$ cat config.mk
export PLATFORM = sky130hd
export DESIGN_NAME = wht_bfly_sched
export DESIGN_NICKNAME = d
export VERILOG_FILES = /design/src/rtl/wht_bfly_sched.sv
export SDC_FILE = /design/constraint.sdc
export NUM_CORES = 1
export LEC_CHECK = 0
export ABC_AREA = 0
export CAP_MARGIN = 20
export CELL_PAD_IN_SITES_DETAIL_PLACEMENT = 1
export CELL_PAD_IN_SITES_GLOBAL_PLACEMENT = 2
export CORE_AREA = 2 2 174 176
export DETAILED_ROUTE_END_ITERATION = 7
export DIE_AREA = 0 0 176 178
export PLACE_DENSITY_LB_ADDON = 0.1
export SYNTH_ARGS = -nofsm -noshare
export SYNTH_HDL_FRONTEND = slang
export SYNTH_SLANG_ARGS = --single-unit
$ cat constraint.sdc
create_clock -name clk -period 5.6 [get_ports clk]
set_clock_uncertainty 0.05 [all_clocks]
set_input_delay 1.12 -clock clk [delete_from_list [all_inputs] [get_ports clk]]
set_output_delay 1.12 -clock clk [all_outputs]
set_load 0.01 [all_outputs]
$ cat src/rtl/wht_bfly_sched.sv
// ============================================================================
// Module   : wht_bfly_sched
// Summary  : Block scheduler that drives one external add/sub butterfly to
//            produce an N-point natural-order Walsh-Hadamard transform.
//            Optional macro OVF_FLAG_EN builds the sticky overflow detector.
// Revision : 1.0 - initial release
// ============================================================================
`default_nettype none

module wht_bfly_sched #(
    parameter int W     = 15,
    parameter int N     = 8,
    parameter int LOG2N = 3
) (
    input  logic         clk,
    input  logic         rst_n,
    input  logic [W-1:0] in_data,
    input  logic         in_valid,
    output logic         in_ready,
    output logic [W-1:0] out_data,
    output logic         out_valid,
    input  logic         out_ready,
    output logic [W-1:0] bf_ai,
    output logic [W-1:0] bf_bi,
    input  logic [W-1:0] bf_ao,
    input  logic [W-1:0] bf_bo,
    output logic         busy,
    output logic         done,
    output logic         ovf
);

    localparam int KW = LOG2N - 1;
    localparam int SW = (LOG2N > 1) ? $clog2(LOG2N) : 1;

    localparam logic [LOG2N-1:0] c_idx_last   = LOG2N'(N - 1);
    localparam logic [LOG2N-1:0] c_one        = LOG2N'(1);
    localparam logic [KW-1:0]    c_k_last     = KW'(N / 2 - 1);
    localparam logic [SW-1:0]    c_stage_last = SW'(LOG2N - 1);

    typedef enum logic [1:0] {
        ST_LOAD  = 2'd0,
        ST_RUN   = 2'd1,
        ST_DRAIN = 2'd2
    } state_t;

    state_t           r_state;
    logic [W-1:0]     r_mem [N];
    logic [LOG2N-1:0] r_idx;
    logic [KW-1:0]    r_k;
    logic [SW-1:0]    r_stage;
    logic             r_in_ready;
    logic             r_out_valid;
    logic             r_busy;
    logic             r_done;

    logic [LOG2N-1:0] w_k_ext;
    logic [LOG2N-1:0] w_h;
    logic [LOG2N-1:0] w_mask;
    logic [LOG2N-1:0] w_i;
    logic [LOG2N-1:0] w_j;
    logic             w_load_acc;
    logic             w_run;

    // Pair index: insert a zero at bit s of k, so i has bit s clear and j = i | h.
    always_comb begin
        w_k_ext = {1'b0, r_k};
        w_h     = c_one << r_stage;
        w_mask  = w_h - c_one;
        w_i     = (w_k_ext & w_mask) | ((w_k_ext & ~w_mask) << 1);
        w_j     = w_i | w_h;
    end

    assign w_load_acc = (r_state == ST_LOAD) && in_valid;
    assign w_run      = (r_state == ST_RUN);

    assign bf_ai     = w_run ? r_mem[w_i] : '0;
    assign bf_bi     = w_run ? r_mem[w_j] : '0;
    assign out_data  = r_out_valid ? r_mem[r_idx] : '0;
    assign in_ready  = r_in_ready;
    assign out_valid = r_out_valid;
    assign busy      = r_busy;
    assign done      = r_done;

    always_ff @(posedge clk) begin
        if (w_load_acc) begin
            r_mem[r_idx] <= in_data;
        end else if (w_run) begin
            r_mem[w_i] <= bf_ao;
            r_mem[w_j] <= bf_bo;
        end
    end

    always_ff @(posedge clk or negedge rst_n) begin
        if (!rst_n) begin
            r_state     <= ST_LOAD;
            r_idx       <= '0;
            r_k         <= '0;
            r_stage     <= '0;
            r_in_ready  <= 1'b1;
            r_out_valid <= 1'b0;
            r_busy      <= 1'b0;
            r_done      <= 1'b0;
        end else begin
            r_done <= 1'b0;
            case (r_state)
                ST_LOAD: begin
                    if (in_valid) begin
                        if (r_idx == c_idx_last) begin
                            r_idx      <= '0;
                            r_state    <= ST_RUN;
                            r_in_ready <= 1'b0;
                            r_busy     <= 1'b1;
                        end else begin
                            r_idx <= r_idx + c_one;
                        end
                    end
                end
                ST_RUN: begin
                    if (r_k == c_k_last) begin
                        r_k <= '0;
                        if (r_stage == c_stage_last) begin
                            r_stage     <= '0;
                            r_state     <= ST_DRAIN;
                            r_out_valid <= 1'b1;
                        end else begin
                            r_stage <= r_stage + SW'(1);
                        end
                    end else begin
                        r_k <= r_k + KW'(1);
                    end
                end
                ST_DRAIN: begin
                    if (out_ready) begin
                        if (r_idx == c_idx_last) begin
                            r_idx       <= '0;
                            r_state     <= ST_LOAD;
                            r_out_valid <= 1'b0;
                            r_busy      <= 1'b0;
                            r_in_ready  <= 1'b1;
                            r_done      <= 1'b1;
                        end else begin
                            r_idx <= r_idx + c_one;
                        end
                    end
                end
                default: begin
                    r_state     <= ST_LOAD;
                    r_idx       <= '0;
                    r_in_ready  <= 1'b1;
                    r_out_valid <= 1'b0;
                    r_busy      <= 1'b0;
                end
            endcase
        end
    end

`ifdef OVF_FLAG_EN
    logic r_ovf;
    logic w_sum_ovf;
    logic w_dif_ovf;

    // Signed overflow from operand/result sign bits of the wrapped butterfly.
    assign w_sum_ovf = (bf_ai[W-1] == bf_bi[W-1]) && (bf_ao[W-1] != bf_ai[W-1]);
    assign w_dif_ovf = (bf_ai[W-1] != bf_bi[W-1]) && (bf_bo[W-1] != bf_ai[W-1]);

    always_ff @(posedge clk or negedge rst_n) begin
        if (!rst_n) begin
            r_ovf <= 1'b0;
        end else if (w_load_acc && (r_idx == '0)) begin
            r_ovf <= 1'b0;
        end else if (w_run && (w_sum_ovf || w_dif_ovf)) begin
            r_ovf <= 1'b1;
        end
    end

    assign ovf = r_ovf;
`else
    assign ovf = 1'b0;
`endif

endmodule

`default_nettype wire
Yosys cells after proc, flatten, opt, wreduce, memory -nomap -nowiden
Memory sizes are Yosys's and may differ from the RTL's. Cells that the tools add are included.

Register bits: 13. Memory bits (writable): 120. Input port bits: 49. Memories: 1.

Memories: r_mem (depth 8, bits a word 15, rd ports 3, clocked after memory_dff 0, wr ports 2, line 47) `logic [W-1:0] r_mem [N];`.

Add/subtract/negate cells: 4. Equality and inequality tests: 11. Shift operators: 1. Mux-type cells: 38. Bitwise gates (word level): 7. Reductions and logical operators: 8.

Operator list (number): $mux W15 (4); $mux W1 (17); $mux W2 (8); $reduce_or A15 Y1 (1); $mux W3 (4); $reduce_and A5 Y1 (2); $pmux W1 S3 (3); $pmux W3 S3 (1); $eq A2 B2 Y1 const B (3); $ne A2 B1 Y1 const B (3); $ne A2 B2 Y1 const B (3); $or A3 B3 Y3 (2); $pmux W2 S3 (1); $reduce_and A6 Y1 (1); $add A2 B1 Y2 const B (2); $add A3 B1 Y3 const B (1); $and A2 B3 Y3 (1); $eq A3 B3 Y1 const B (1); $reduce_and A3 Y1 (1); $shl A1 B2 Y3 const A (1); $sub A3 B1 Y3 const B (1); $and A2 B2 Y2 (1); $eq A2 B1 Y1 const B (1); $logic_not A2 Y1 (1); 4 further kinds (5).

Depth between registers and ports, before layout
Gate-level depths: netlist of the first run. An unclocked memory read counts as a cell.

Depth in word-level cells: 8. Gate-level depth with buffers: 8.

Least setup slack after synthesis of the first run
No wires, ideal clock.

Path kind: reg2reg. Start: register r_stage[1]. End: memory r_mem[2][0] (enable). Arrival time: 2.674 ns. Data required time: 5.139 ns. Setup slack: 2.465 ns. Stages on the path, launching flop included: 8. Period minus slack after synthesis: 3.135 ns. Cell sequence: dfrtp_1 -> buf_2 -> buf_2 -> buf_2 -> o21ai_1 -> buf_4 -> a22oi_1 -> o31ai_1.

RTL lines: from (decl) (line 50) `logic [SW-1:0] r_stage;`; from (signal assigned) (line 126) `r_stage <= r_stage + SW'(1);`; to (decl) (line 47).

Worst setup path in the final report of the first run
Start: register r_stage[0]. End: output port bf_ai[3].

Cells in the longest elaborated chain, start to end: 7.

Ends and longest elaborated chain: $shl A1 B2 Y3 (*) (line 67) `w_h = c_one << r_stage;`; $sub A3 B1 Y3 (*) (line 68) `w_mask = w_h - c_one;`; $not A2 Y2 (line 69) `w_i = (w_k_ext & w_mask) | ((w_k_ext & ~w_mask) << 1);`; $and A2 B2 Y2 (line 69); $or A3 B3 Y3 (*) (line 69); $mem_v2 Z8 W15 (*); $mux W15 (*) (line 76) `assign bf_ai = w_run ? r_mem[w_i] : '0;`; to (decl) (line 23) `output logic [W-1:0] bf_ai,`.

Every way passes the cells marked *; elsewhere a longest branch is shown, timed or not.

==> impl_metrics.prom, run 1 <==
# TYPE chip_impl_metric gauge
chip_impl_metric{name="total_routing_resource_utilization_after_global_routing",unit="%"} 25.65
chip_impl_metric{name="routed_wirelength",unit="um"} 39340
chip_impl_metric{name="post_cts_hold_fix_bufs",unit=""} 0
chip_impl_metric{name="power.ir.vdd_worst",unit="mV"} 0.2579
chip_impl_metric{name="clk_transition_reported_paths",unit="ps"} 70
chip_impl_metric{name="critical_path_buf_inv_count",unit=""} 2
chip_impl_metric{name="cts.path.max_buffers",unit=""} 2
chip_impl_metric{name="pin_count_of_the_biggest_net_entering_global_routing",unit=""} 38
chip_impl_metric{name="final_hold_viol_count",unit=""} 0
chip_impl_metric{name="post_cts_resized",unit=""} 0
chip_impl_metric{name="initial_utilization",unit="%"} 31.61
chip_impl_metric{name="met2_usage",unit="%"} 42.95
chip_impl_metric{name="cts_post_setup_buffers_inserted",unit=""} 0
chip_impl_info{name="timing.critical_path.from_type",value="flop"} 1
chip_impl_metric{name="overflow",unit=""} 0
chip_impl_metric{name="synth_sequential_area_ratio",unit="%"} 42.28
chip_impl_info{name="layout.cells.most_common",value="nand2_1"} 1
chip_impl_metric{name="number_of_vias_in_the_routed_layout",unit=""} 8174
chip_impl_metric{name="cp_slowest_stage_delay",unit="ps"} 900
chip_impl_info{name="main_area_contributors_after_synthesis",value="edfxtp_1 (39%), mux4_2 (7.3%), mux2i_1 (6.5%)"} 1
chip_impl_metric{name="cell_count_after_synthesis",unit=""} 926
chip_impl_metric{name="max_cap_violations",unit=""} 0
chip_impl_metric{name="die_w",unit="um"} 176
chip_impl_metric{name="syn-mean-instance-area",unit="um^2"} 10.04
chip_impl_metric{name="detailedPlacementHpwl",unit="um"} 26270
chip_impl_metric{name="initialDrtViolationCount",unit=""} 767
chip_impl_metric{name="final.min_clock_period",unit="ps"} 4755
chip_impl_metric{name="timing_worst_slew_pin_value",unit="ps"} 998.6
chip_impl_metric{name="setup-tns-final",unit="ps"} 0
chip_impl_metric{name="rows",unit=""} 63
chip_impl_metric{name="design.final.nets",unit=""} 1049
chip_impl_metric{name="drt-wirelength-per-cell",unit="um"} 28.10
chip_impl_info{name="cells_along_the_critical_path",value="buf_4 -> or4b_1 -> a21o_1 -> o22ai_1 -> a211o_1 -> clkdlybuf4s50_1"} 1
chip_impl_info{name="final_cell_mix",value="nand2_1 (143), edfxtp_1 (120), a21oi_1 (99)"} 1
chip_impl_metric{name="post_route_cells_drive_above_1_share",unit="%"} 17.92
chip_impl_metric{name="layout_worst_path_cycle_share",unit="%"} 84.91
chip_impl_metric{name="placement.io_buffers",unit=""} 97
chip_impl_metric{name="die_area",unit="um^2"} 31330
chip_impl_metric{name="async_flop_share",unit="%"} 9.774
chip_impl_info{name="clockRootBuffer",value="clkbuf_16"} 1
chip_impl_metric{name="synth_fp_nets",unit=""} 978
chip_impl_metric{name="globalRouteMet3Util",unit="%"} 3.303
chip_impl_metric{name="finalSetupViolCount",unit=""} 0
chip_impl_metric{name="route.detailed.vias_per_inst",unit=""} 5.839
chip_impl_info{name="worst_hold_path_type",value="reg -> reg"} 1
chip_impl_metric{name="numCtsBuffers",unit=""} 17
chip_impl_metric{name="max_slew_margin",unit="%"} 33.38
chip_impl_metric{name="critical_path_peak_fanout",unit=""} 21
chip_impl_info{name="setup.worst_path.end_class",value="output pin"} 1
chip_impl_info{name="setup.worst_path.class",value="reg -> out"} 1
chip_impl_metric{name="chipHeight",unit="um"} 178
chip_impl_metric{name="insertedDiodeCount",unit=""} 0
chip_impl_metric{name="grt_first_pass_wirelength",unit="um"} 57530
chip_impl_info{name="yosys_most_used_dff",value="edfxtp_1"} 1
chip_impl_metric{name="area_growth",unit="%"} 22.30
chip_impl_metric{name="first_global_vias",unit=""} 8273
chip_impl_info{name="post-synth-top-area-cell",value="edfxtp_1"} 1
chip_impl_metric{name="synth.top_cell.area_share",unit="%"} 38.77
chip_impl_info{name="grt_setup_unrepaired",value="false"} 1
chip_impl_metric{name="drcViolationCount",unit=""} 0
chip_impl_metric{name="insertion_delay",unit="ps"} 440
chip_impl_metric{name="ys_types",unit=""} 64
chip_impl_metric{name="firstDrtPassIters",unit=""} 5
chip_impl_metric{name="final_core_utilization",unit="%"} 38.67
chip_impl_metric{name="grtUsageMet1",unit="%"} 34.60
chip_impl_info{name="global_route.peak_usage_layer",value="met2"} 1
chip_impl_metric{name="h-tree-depth",unit=""} 4
chip_impl_metric{name="maxSlewViolCount",unit=""} 0
chip_impl_metric{name="synth.cell_area",unit="um^2"} 9295
chip_impl_metric{name="cellPowerDensity",unit="nW/um^2"} 526.7
chip_impl_metric{name="critPathArrivalTime",unit="ps"} 3590
chip_impl_metric{name="fmax",unit="MHz"} 210.3
chip_impl_metric{name="gp_congestion",unit=""} 0.8284
chip_impl_metric{name="cts_num_sinks",unit=""} 133
chip_impl_metric{name="floorplan.io_pins",unit=""} 99
chip_impl_metric{name="fp.coreArea",unit="um^2"} 29400
chip_impl_metric{name="drt.antenna.violating_nets",unit=""} 0
chip_impl_info{name="timing.critical_path.max_delay_family",value="compound AO/OA/AOI/OAI gates"} 1
chip_impl_metric{name="yosys_warnings",unit=""} 0
chip_impl_info{name="cpMaxStageDelayCell",value="dfrtp_1"} 1
chip_impl_info{name="cts_tree",value="built"} 1
chip_impl_info{name="status",value="completed"} 1
chip_impl_metric{name="p_leak",unit="nW"} 4.119
chip_impl_metric{name="ys_seq_elements",unit=""} 133
chip_impl_metric{name="post_synth_edffs",unit=""} 120
chip_impl_metric{name="number_of_antenna_violations_at_the_first_check_in_global_routing",unit=""} 0
chip_impl_metric{name="cp_data_required_time",unit="ps"} 4430
-- cells in the mapped netlist, types with 5 or more instances --
cell and n:
a211o_1 15, a21oi_1 99, a31oi_1 9, a32oi_1 5, and3_1 9, buf_2 36, clkbuf_1 39, dfrtp_1 12
edfxtp_1 120, inv_1 6, mux2_2 50, mux2_4 10, mux2i_1 60, mux4_2 30, nand2_1 143, nand2b_1 7
nand3_1 19, nor2_1 86, nor2b_1 24, nor3_1 5, o21a_1 8, o21ai_0 31, o221ai_1 7, o22ai_1 24
-- worst reg2reg max path, cell delays in order, from the launching register on --
cell and delay (ps):
dfrtp_2 750, inv_1 380, buf_4 300, o311ai_2 560, o21ai_0 450, o31ai_4 790, buf_4 400
-- report_power, final --
group	internal [W]	total [W]	switching [W]
logic	0.00131	0.00299	0.00169
registers	0.00143	0.00173	0.000306
clock network	0.000755	0.00126	0.000506
total	0.00349	0.00599	0.00250
-- per-layer routing --
| metal | wire length [um] | up-vias |
|---|---|---|
| li1 | - | 3629 |
| met1 | 17840 | 4191 |
| met2 | 18850 | 290 |
| met3 | 1615 | 64 |
| met4 | 1036 | 0 |
| met5 | 0 | - |
-- sequential cells by signal, summed over array words and instances, names as in the netlist --
name	count
busy	1
in_ready	1
r_stage	2
r_state	2
r_k	2
out_valid	1
done	1
r_idx	3
r_mem	120
-- logic make-up (layout without fill, tap and decap cells) --
kind of cell / after synthesis / in the layout / share of synthesized area [%]
flip-flops: 133 / 133 / 42.28
AND/OR/NAND/NOR: 311 / 311 / 14.70
other: 1 / 1 / 0.04034
buffers and inverters: 87 / 171 / 4.455
multiplexers: 150 / 150 / 21.40
AO/OA/AOI/OAI: 240 / 240 / 16.62
XOR/XNOR: 1 / 1 / 0.09424
adder cells (fa/ha/maj): 3 / 3 / 0.4039
-- final timing paths --
check,from,endpoint,slack [ps],depth (start not counted)
setup / recovery,r_stage[0],bf_ai[3],840,6
hold / removal,in_ready,in_ready,420,2
setup reg to reg,r_k[0],r_mem[7][12],1600,6
hold reg to reg,in_ready,in_ready,420,2
max in group asynchronous,rst_n,r_k[0],3940,1
min in group asynchronous,rst_n,r_idx[2],1050,1
-- final cells by class --
cell class / count / area (um^2)
clock buffer: 19 / 432.9
multi-input combinational: 706 / 5037
sequential: 133 / 3933
clock inverter: 13 / 197.7
tap: 390 / 488.0
timing repair buffer: 133 / 1257
fill: 3227 / 18030
inverter: 6 / 22.52
-- through the flow --
stage	area (um^2)	instances	hold slack (ps)	setup WS [ps]	total power [W]
floorplan	9295	926	422.4	2465	0.003426
global placement	10730	1367	410.4	1406	0.004717
detailed placement	10740	1368	415.2	1355	0.004739
CTS	11370	1400	425.4	877.9	0.006009
global route	11370	1400	448.9	745.9	0.006289
finish	11370	1400	421.1	844.8	0.005987
No activity file was read; power rests on OpenSTA's default activity.
==> run 2: changes to the inputs <==
Clock period 5.6 ns to 4.7 ns, I/O delays scaled along.
==> impl_metrics.prom, run 2 (same netlist as run 1, synthesis figures left out) <==
# TYPE chip_impl_metric gauge
chip_impl_metric{name="drt-wirelength-per-cell",unit="um"} 27.51
chip_impl_metric{name="largest_register_ffs",unit=""} 120
chip_impl_metric{name="cellPowerDensity",unit="nW/um^2"} 622.3
chip_impl_metric{name="number_of_antenna_violations_at_the_first_check_in_global_routing",unit=""} 0
chip_impl_metric{name="grt_first_pass_wirelength",unit="um"} 56440
chip_impl_metric{name="internal_power",unit="W"} 0.004191
chip_impl_metric{name="number_of_vias_in_the_routed_layout",unit=""} 8040
chip_impl_info{name="clockRootBuffer",value="clkbuf_16"} 1
chip_impl_metric{name="finalSetupViolCount",unit=""} 0
chip_impl_metric{name="comb_power_share",unit="%"} 51.6
chip_impl_metric{name="rows",unit=""} 63
chip_impl_info{name="dr_top_layer",value="met4"} 1
chip_impl_metric{name="share_clk_of_total_power",unit="%"} 20.2
chip_impl_metric{name="chipHeight",unit="um"} 178
chip_impl_metric{name="final_hold_viol_count",unit=""} 0
chip_impl_metric{name="h-tree-depth",unit=""} 4
chip_impl_metric{name="cp_data_required_time",unit="ps"} 3710
chip_impl_metric{name="dp.cells",unit=""} 1380
chip_impl_metric{name="clk_transition_reported_paths",unit="ps"} 60
chip_impl_metric{name="pin_count_of_the_biggest_net_entering_global_routing",unit=""} 38
chip_impl_metric{name="post_cts_resized",unit=""} 0
chip_impl_metric{name="layout.cells.non_filler",unit=""} 1411
chip_impl_metric{name="metal3_wl",unit="um"} 1912
chip_impl_info{name="cts_tree",value="built"} 1
chip_impl_metric{name="cts.path.max_buffers",unit=""} 2
chip_impl_metric{name="die_w",unit="um"} 176
chip_impl_metric{name="route.detailed.vias_per_inst",unit=""} 5.698
chip_impl_metric{name="total_net_switching_power",unit="W"} 0.002952
chip_impl_metric{name="post_route_cells_drive_above_1_share",unit="%"} 18.63
chip_impl_metric{name="fp.coreArea",unit="um^2"} 29400
chip_impl_metric{name="drt.antenna.violating_nets",unit=""} 0
chip_impl_metric{name="total_routing_resource_utilization_after_global_routing",unit="%"} 25.24
chip_impl_info{name="layout.cells.most_common",value="nand2_1"} 1
chip_impl_metric{name="firstDrtPassIters",unit=""} 5
chip_impl_metric{name="initialDrtViolationCount",unit=""} 712
chip_impl_metric{name="area_growth",unit="%"} 23.49
chip_impl_metric{name="seq_power_share",unit="%"} 28.3
chip_impl_metric{name="routed_wirelength",unit="um"} 38820
chip_impl_metric{name="maxSlewViolCount",unit=""} 0
chip_impl_info{name="max_flop_register",value="r_mem"} 1
chip_impl_metric{name="setup-tns-final",unit="ps"} 0
chip_impl_metric{name="floorplan.io_pins",unit=""} 99
chip_impl_metric{name="wl_met2",unit="um"} 18790
chip_impl_metric{name="first_global_vias",unit=""} 8086
chip_impl_metric{name="final_core_utilization",unit="%"} 39.04
chip_impl_metric{name="die_area",unit="um^2"} 31330
chip_impl_metric{name="critical_path_peak_fanout",unit=""} 16
chip_impl_metric{name="numCtsBuffers",unit=""} 17
chip_impl_metric{name="overflow",unit=""} 0
chip_impl_metric{name="cts_num_sinks",unit=""} 133
chip_impl_info{name="worst_hold_path_type",value="reg -> reg"} 1
chip_impl_metric{name="timing_worst_slew_pin_value",unit="ps"} 1024
chip_impl_info{name="grt_setup_unrepaired",value="false"} 1
chip_impl_metric{name="critPathArrivalTime",unit="ps"} 3450
chip_impl_metric{name="power.ir.vdd_worst",unit="mV"} 0.2653
chip_impl_metric{name="swShare",unit="%"} 41.33
chip_impl_metric{name="insertion_delay",unit="ps"} 430
chip_impl_metric{name="final.min_clock_period",unit="ps"} 4442
chip_impl_metric{name="p_leak",unit="nW"} 4.178
chip_impl_info{name="status",value="completed"} 1
chip_impl_metric{name="gp_congestion",unit=""} 0.8408
chip_impl_info{name="leading_registers_by_flop_count",value="r_mem: 120 flops, r_idx: 3 flops"} 1
chip_impl_metric{name="design.final.nets",unit=""} 1061
chip_impl_metric{name="fmax",unit="MHz"} 225.1
chip_impl_metric{name="max_slew_margin",unit="%"} 31.72
chip_impl_metric{name="detailedPlacementHpwl",unit="um"} 26470
chip_impl_info{name="setup.worst_path.end_class",value="output pin"} 1
chip_impl_info{name="timing.critical_path.from_type",value="flop"} 1
chip_impl_metric{name="max_cap_violations",unit=""} 0
chip_impl_metric{name="post_cts_hold_fix_bufs",unit=""} 0
chip_impl_info{name="final_cell_mix",value="nand2_1 (143), edfxtp_1 (120), a21oi_1 (99)"} 1
chip_impl_metric{name="placement.io_buffers",unit=""} 97
chip_impl_metric{name="initial_utilization",unit="%"} 31.61
chip_impl_metric{name="drcViolationCount",unit=""} 0
chip_impl_metric{name="detail_route.wirelength.met1",unit="um"} 17190
chip_impl_info{name="setup.worst_path.class",value="reg -> out"} 1
chip_impl_metric{name="cts_post_setup_buffers_inserted",unit=""} 0
chip_impl_metric{name="layout_worst_path_cycle_share",unit="%"} 94.51
## run 2: cell count changes in the layout (fill, tap and decap cells not counted)
cell / delta
and3_1: +1
and3_2: -1
buf_12: +3
buf_4: +10
buf_6: -1
clkbuf_1: -2
clkinv_1: +2
clkinv_2: +1
clkinv_4: -2
clkinvlp_4: +1
diode_2: +1
inv_6: -2
o21ai_2: -1
o21ai_4: +1
## run 2: power by group through the flow
stage          Combinational [W]  Sequential (W)  Clock (W)
6_report                 0.00368         0.00202    0.00144
5_1_grt                  0.00394         0.00205    0.00151
4_1_cts                  0.00371         0.00201    0.00146
3_5_place_dp             0.00369         0.00204          0
3_3_place_gp             0.00367         0.00204          0
2_1_floorplan            0.00224         0.00184          0
## run 2: worst paths after layout
| path | start | slack (ps) | cells past startpoint | to |
|---|---|---|---|---|
| setup / recovery | r_stage[0] | 260 | 6 | bf_bi[5] |
| min in group asynchronous | rst_n | 890 | 1 | r_idx[2] |
| setup reg to reg | r_k[0] | 1140 | 5 | r_mem[7][5] |
| hold reg to reg | in_ready | 430 | 2 | in_ready |
| max in group asynchronous | rst_n | 3220 | 1 | r_k[0] |
| hold / removal | in_ready | 430 | 2 | in_ready |
## run 2: area by class of cell
type,count,area [um^2]
clock buffers,17,425.4
well taps,390,488.0
clock inverters,13,182.7
flip-flops and latches,133,3933
fillers,3240,17920
inverters,6,22.52
multi-input cells,706,5044
diodes,1,2.502
repair buffers,145,1381
## run 2: worst max-delay path: stages (launching register included)
cell,delay (ps)
dfrtp_1,750
buf_4,280
o21ba_2,530
nand2_1,110
a32o_1,260
a211oi_1,440
clkdlybuf4s50_1,640
## run 2: metal layers
layer	track usage, %	vias to the layer above
met5	0	-
met4	7.886	0
met3	3.154	49
met2	42.44	275
met1	33.98	4067
li1	-	3649
## run 2: per-stage QoR
step	power (W)	worst slack, ps	instance area, um^2	hold slack (ps)
global route	0.007499	176.2	11480	442.3
global placement	0.005707	777.4	10870	427.9
detailed placement	0.005729	781.7	10870	428.9
floorplan	0.004082	1565	9295	422.4
CTS	0.007182	296.4	11480	437.5
finish	0.007143	257.9	11480	430.9
==> run 3: changes to the inputs <==
Settings changed: MAX_ROUTING_LAYER set to met4.
==> impl_metrics.prom, run 3 (same netlist as run 1, synthesis figures left out) <==
# TYPE chip_impl_metric gauge
chip_impl_metric{name="max_slew_margin",unit="%"} 33.44
chip_impl_metric{name="routed_wirelength",unit="um"} 38870
chip_impl_metric{name="rows",unit=""} 63
chip_impl_metric{name="post-route-cell-area",unit="um^2"} 11480
chip_impl_metric{name="first_global_vias",unit=""} 8108
chip_impl_metric{name="met2_usage",unit="%"} 42.55
chip_impl_metric{name="die_w",unit="um"} 176
chip_impl_metric{name="post_cts_hold_fix_bufs",unit=""} 0
chip_impl_metric{name="route.detailed.vias_per_inst",unit=""} 5.714
chip_impl_info{name="leading_registers_by_flop_count",value="r_mem: 120 flops, r_idx: 3 flops"} 1
chip_impl_metric{name="design.final.nets",unit=""} 1061
chip_impl_info{name="status",value="completed"} 1
chip_impl_metric{name="maxSlewViolCount",unit=""} 0
chip_impl_metric{name="drcViolationCount",unit=""} 0
chip_impl_metric{name="drt-wirelength-per-cell",unit="um"} 27.56
chip_impl_metric{name="post_cts_resized",unit=""} 0
chip_impl_metric{name="chipHeight",unit="um"} 178
chip_impl_metric{name="post_route_cells_drive_above_1_share",unit="%"} 18.63
chip_impl_metric{name="finalSetupViolCount",unit=""} 0
chip_impl_metric{name="ff_to_ff_setup_slack",unit="ps"} 1110
chip_impl_info{name="crit_end",value="bf_bi[5]"} 1
chip_impl_info{name="max_flop_register",value="r_mem"} 1
chip_impl_metric{name="pin_count_of_the_biggest_net_entering_global_routing",unit=""} 38
chip_impl_info{name="timing.critical_path.from",value="r_stage[0]"} 1
chip_impl_metric{name="cellPowerDensity",unit="nW/um^2"} 622.7
chip_impl_info{name="timing.critical_path.from_type",value="flop"} 1
chip_impl_metric{name="final.min_clock_period",unit="ps"} 4469
chip_impl_metric{name="numCtsBuffers",unit=""} 17
chip_impl_metric{name="final_hold_viol_count",unit=""} 0
chip_impl_metric{name="critical_path_peak_fanout",unit=""} 16
chip_impl_metric{name="pre_cts_slack",unit="ps"} 781.7
chip_impl_metric{name="insertion_delay",unit="ps"} 430
chip_impl_metric{name="grt_first_pass_wirelength",unit="um"} 56470
chip_impl_metric{name="max_cap_violations",unit=""} 0
chip_impl_metric{name="number_of_vias_in_the_routed_layout",unit=""} 8057
chip_impl_metric{name="fp.coreArea",unit="um^2"} 29400
chip_impl_metric{name="multi_input_area",unit="um^2"} 5044
chip_impl_info{name="critical_path.reg2reg.endpoint",value="r_mem[7][5]"} 1
chip_impl_metric{name="cts.path.max_buffers",unit=""} 2
chip_impl_metric{name="cts_num_sinks",unit=""} 133
chip_impl_metric{name="total_routing_resource_utilization_after_global_routing",unit="%"} 25.96
chip_impl_metric{name="overflow",unit=""} 0
chip_impl_metric{name="timing_worst_slew_pin_value",unit="ps"} 998.5
chip_impl_metric{name="gp_congestion",unit=""} 0.8559
chip_impl_info{name="setup.worst_path.class",value="reg -> out"} 1
chip_impl_metric{name="fmax",unit="MHz"} 223.8
chip_impl_metric{name="setup-tns-final",unit="ps"} 0
chip_impl_metric{name="final-seq-area",unit="um^2"} 3933
chip_impl_metric{name="placement.cell_area",unit="um^2"} 10870
chip_impl_metric{name="globalRouteMet3Util",unit="%"} 2.899
chip_impl_metric{name="number_of_antenna_violations_at_the_first_check_in_global_routing",unit=""} 0
chip_impl_metric{name="initialDrtViolationCount",unit=""} 610
chip_impl_metric{name="final_critical_path_setup_slack",unit="ps"} 231.3
chip_impl_info{name="layout.cells.most_common",value="nand2_1"} 1
chip_impl_info{name="setup.worst_path.end_class",value="output pin"} 1
chip_impl_metric{name="placement.io_buffers",unit=""} 97
chip_impl_metric{name="p_leak",unit="nW"} 4.178
chip_impl_info{name="worst_hold_path_type",value="reg -> reg"} 1
chip_impl_metric{name="final.hold.worst_slack",unit="ps"} 430.5
chip_impl_metric{name="layout_worst_path_cycle_share",unit="%"} 95.08
chip_impl_metric{name="initial_utilization",unit="%"} 31.61
chip_impl_metric{name="die_area",unit="um^2"} 31330
chip_impl_metric{name="largest_register_ffs",unit=""} 120
chip_impl_metric{name="critPathArrivalTime",unit="ps"} 3480
chip_impl_metric{name="area_growth",unit="%"} 23.46
chip_impl_metric{name="fillerInstances",unit=""} 3241
chip_impl_info{name="cts_tree",value="built"} 1
chip_impl_metric{name="detailedPlacementHpwl",unit="um"} 26470
chip_impl_metric{name="insertedDiodeCount",unit=""} 0
chip_impl_metric{name="grtUsageMet1",unit="%"} 33.86
chip_impl_metric{name="power.ir.vdd_worst",unit="mV"} 0.2655
chip_impl_info{name="global_route.peak_usage_layer",value="met2"} 1
chip_impl_metric{name="drt.antenna.violating_nets",unit=""} 0
chip_impl_metric{name="final_core_utilization",unit="%"} 39.03
chip_impl_metric{name="clk_transition_reported_paths",unit="ps"} 60
chip_impl_info{name="r2r_start",value="r_k[0]"} 1
chip_impl_metric{name="cp_data_required_time",unit="ps"} 3710
chip_impl_info{name="grt_setup_unrepaired",value="false"} 1
chip_impl_metric{name="firstDrtPassIters",unit=""} 6
chip_impl_info{name="final_cell_mix",value="nand2_1 (143), edfxtp_1 (120), a21oi_1 (99)"} 1
chip_impl_metric{name="h-tree-depth",unit=""} 4
chip_impl_metric{name="floorplan.io_pins",unit=""} 99
chip_impl_metric{name="cts_post_setup_buffers_inserted",unit=""} 0
chip_impl_metric{name="r2r_cells",unit=""} 5
chip_impl_info{name="clockRootBuffer",value="clkbuf_16"} 1
## run 3: stage by stage
step,std cells,total power [W]
2_1_floorplan,926,0.004082
3_3_place_gp,1380,0.005707
3_5_place_dp,1380,0.005729
4_1_cts,1410,0.007182
5_1_grt,1410,0.007497
6_report,1410,0.007146
## run 3: report_power, final
part           internal (W)  switching, W  leakage, nW  total (W)
sequential          0.00170      0.000318         1.25    0.00202
clock              0.000882      0.000558        0.291    0.00144
combinational       0.00161       0.00208         2.64    0.00369
## run 3: worst min-delay path by stage
stage	start	to	slack [ps]	cells after the start
3_3_place_gp	in_ready	in_ready	430	2
2_1_floorplan	in_ready	in_ready	420	2
6_report	in_ready	in_ready	430	2
4_1_cts	in_ready	in_ready	440	2
5_1_grt	in_ready	in_ready	440	2
3_5_place_dp	in_ready	in_ready	430	2
## run 3: critical path, cell delays in order, from the launching register on
cell,delay (ps)
dfrtp_1,750
buf_4,280
o21ba_2,530
nand2_1,110
a32o_1,260
a211oi_1,460
clkdlybuf4s50_1,640
## run 3: area by class of cell
| type | count | area share, % |
|---|---|---|
| clock inverters | 13 | 1.592 |
| inverters | 6 | 0.1962 |
| flip-flops and latches | 133 | 34.27 |
| well taps | 390 | 4.252 |
| clock buffers | 17 | 3.707 |
| multi-input cells | 706 | 43.95 |
| repair buffers | 145 | 12.04 |
## run 3: routing by layer
metal / part of all wire [%] / up-vias
li1: - / 3650
met1: 45 / 4105
met2: 48 / 246
met3: 4.1 / 56
met4: 2.6 / 0
met5: 0 / -
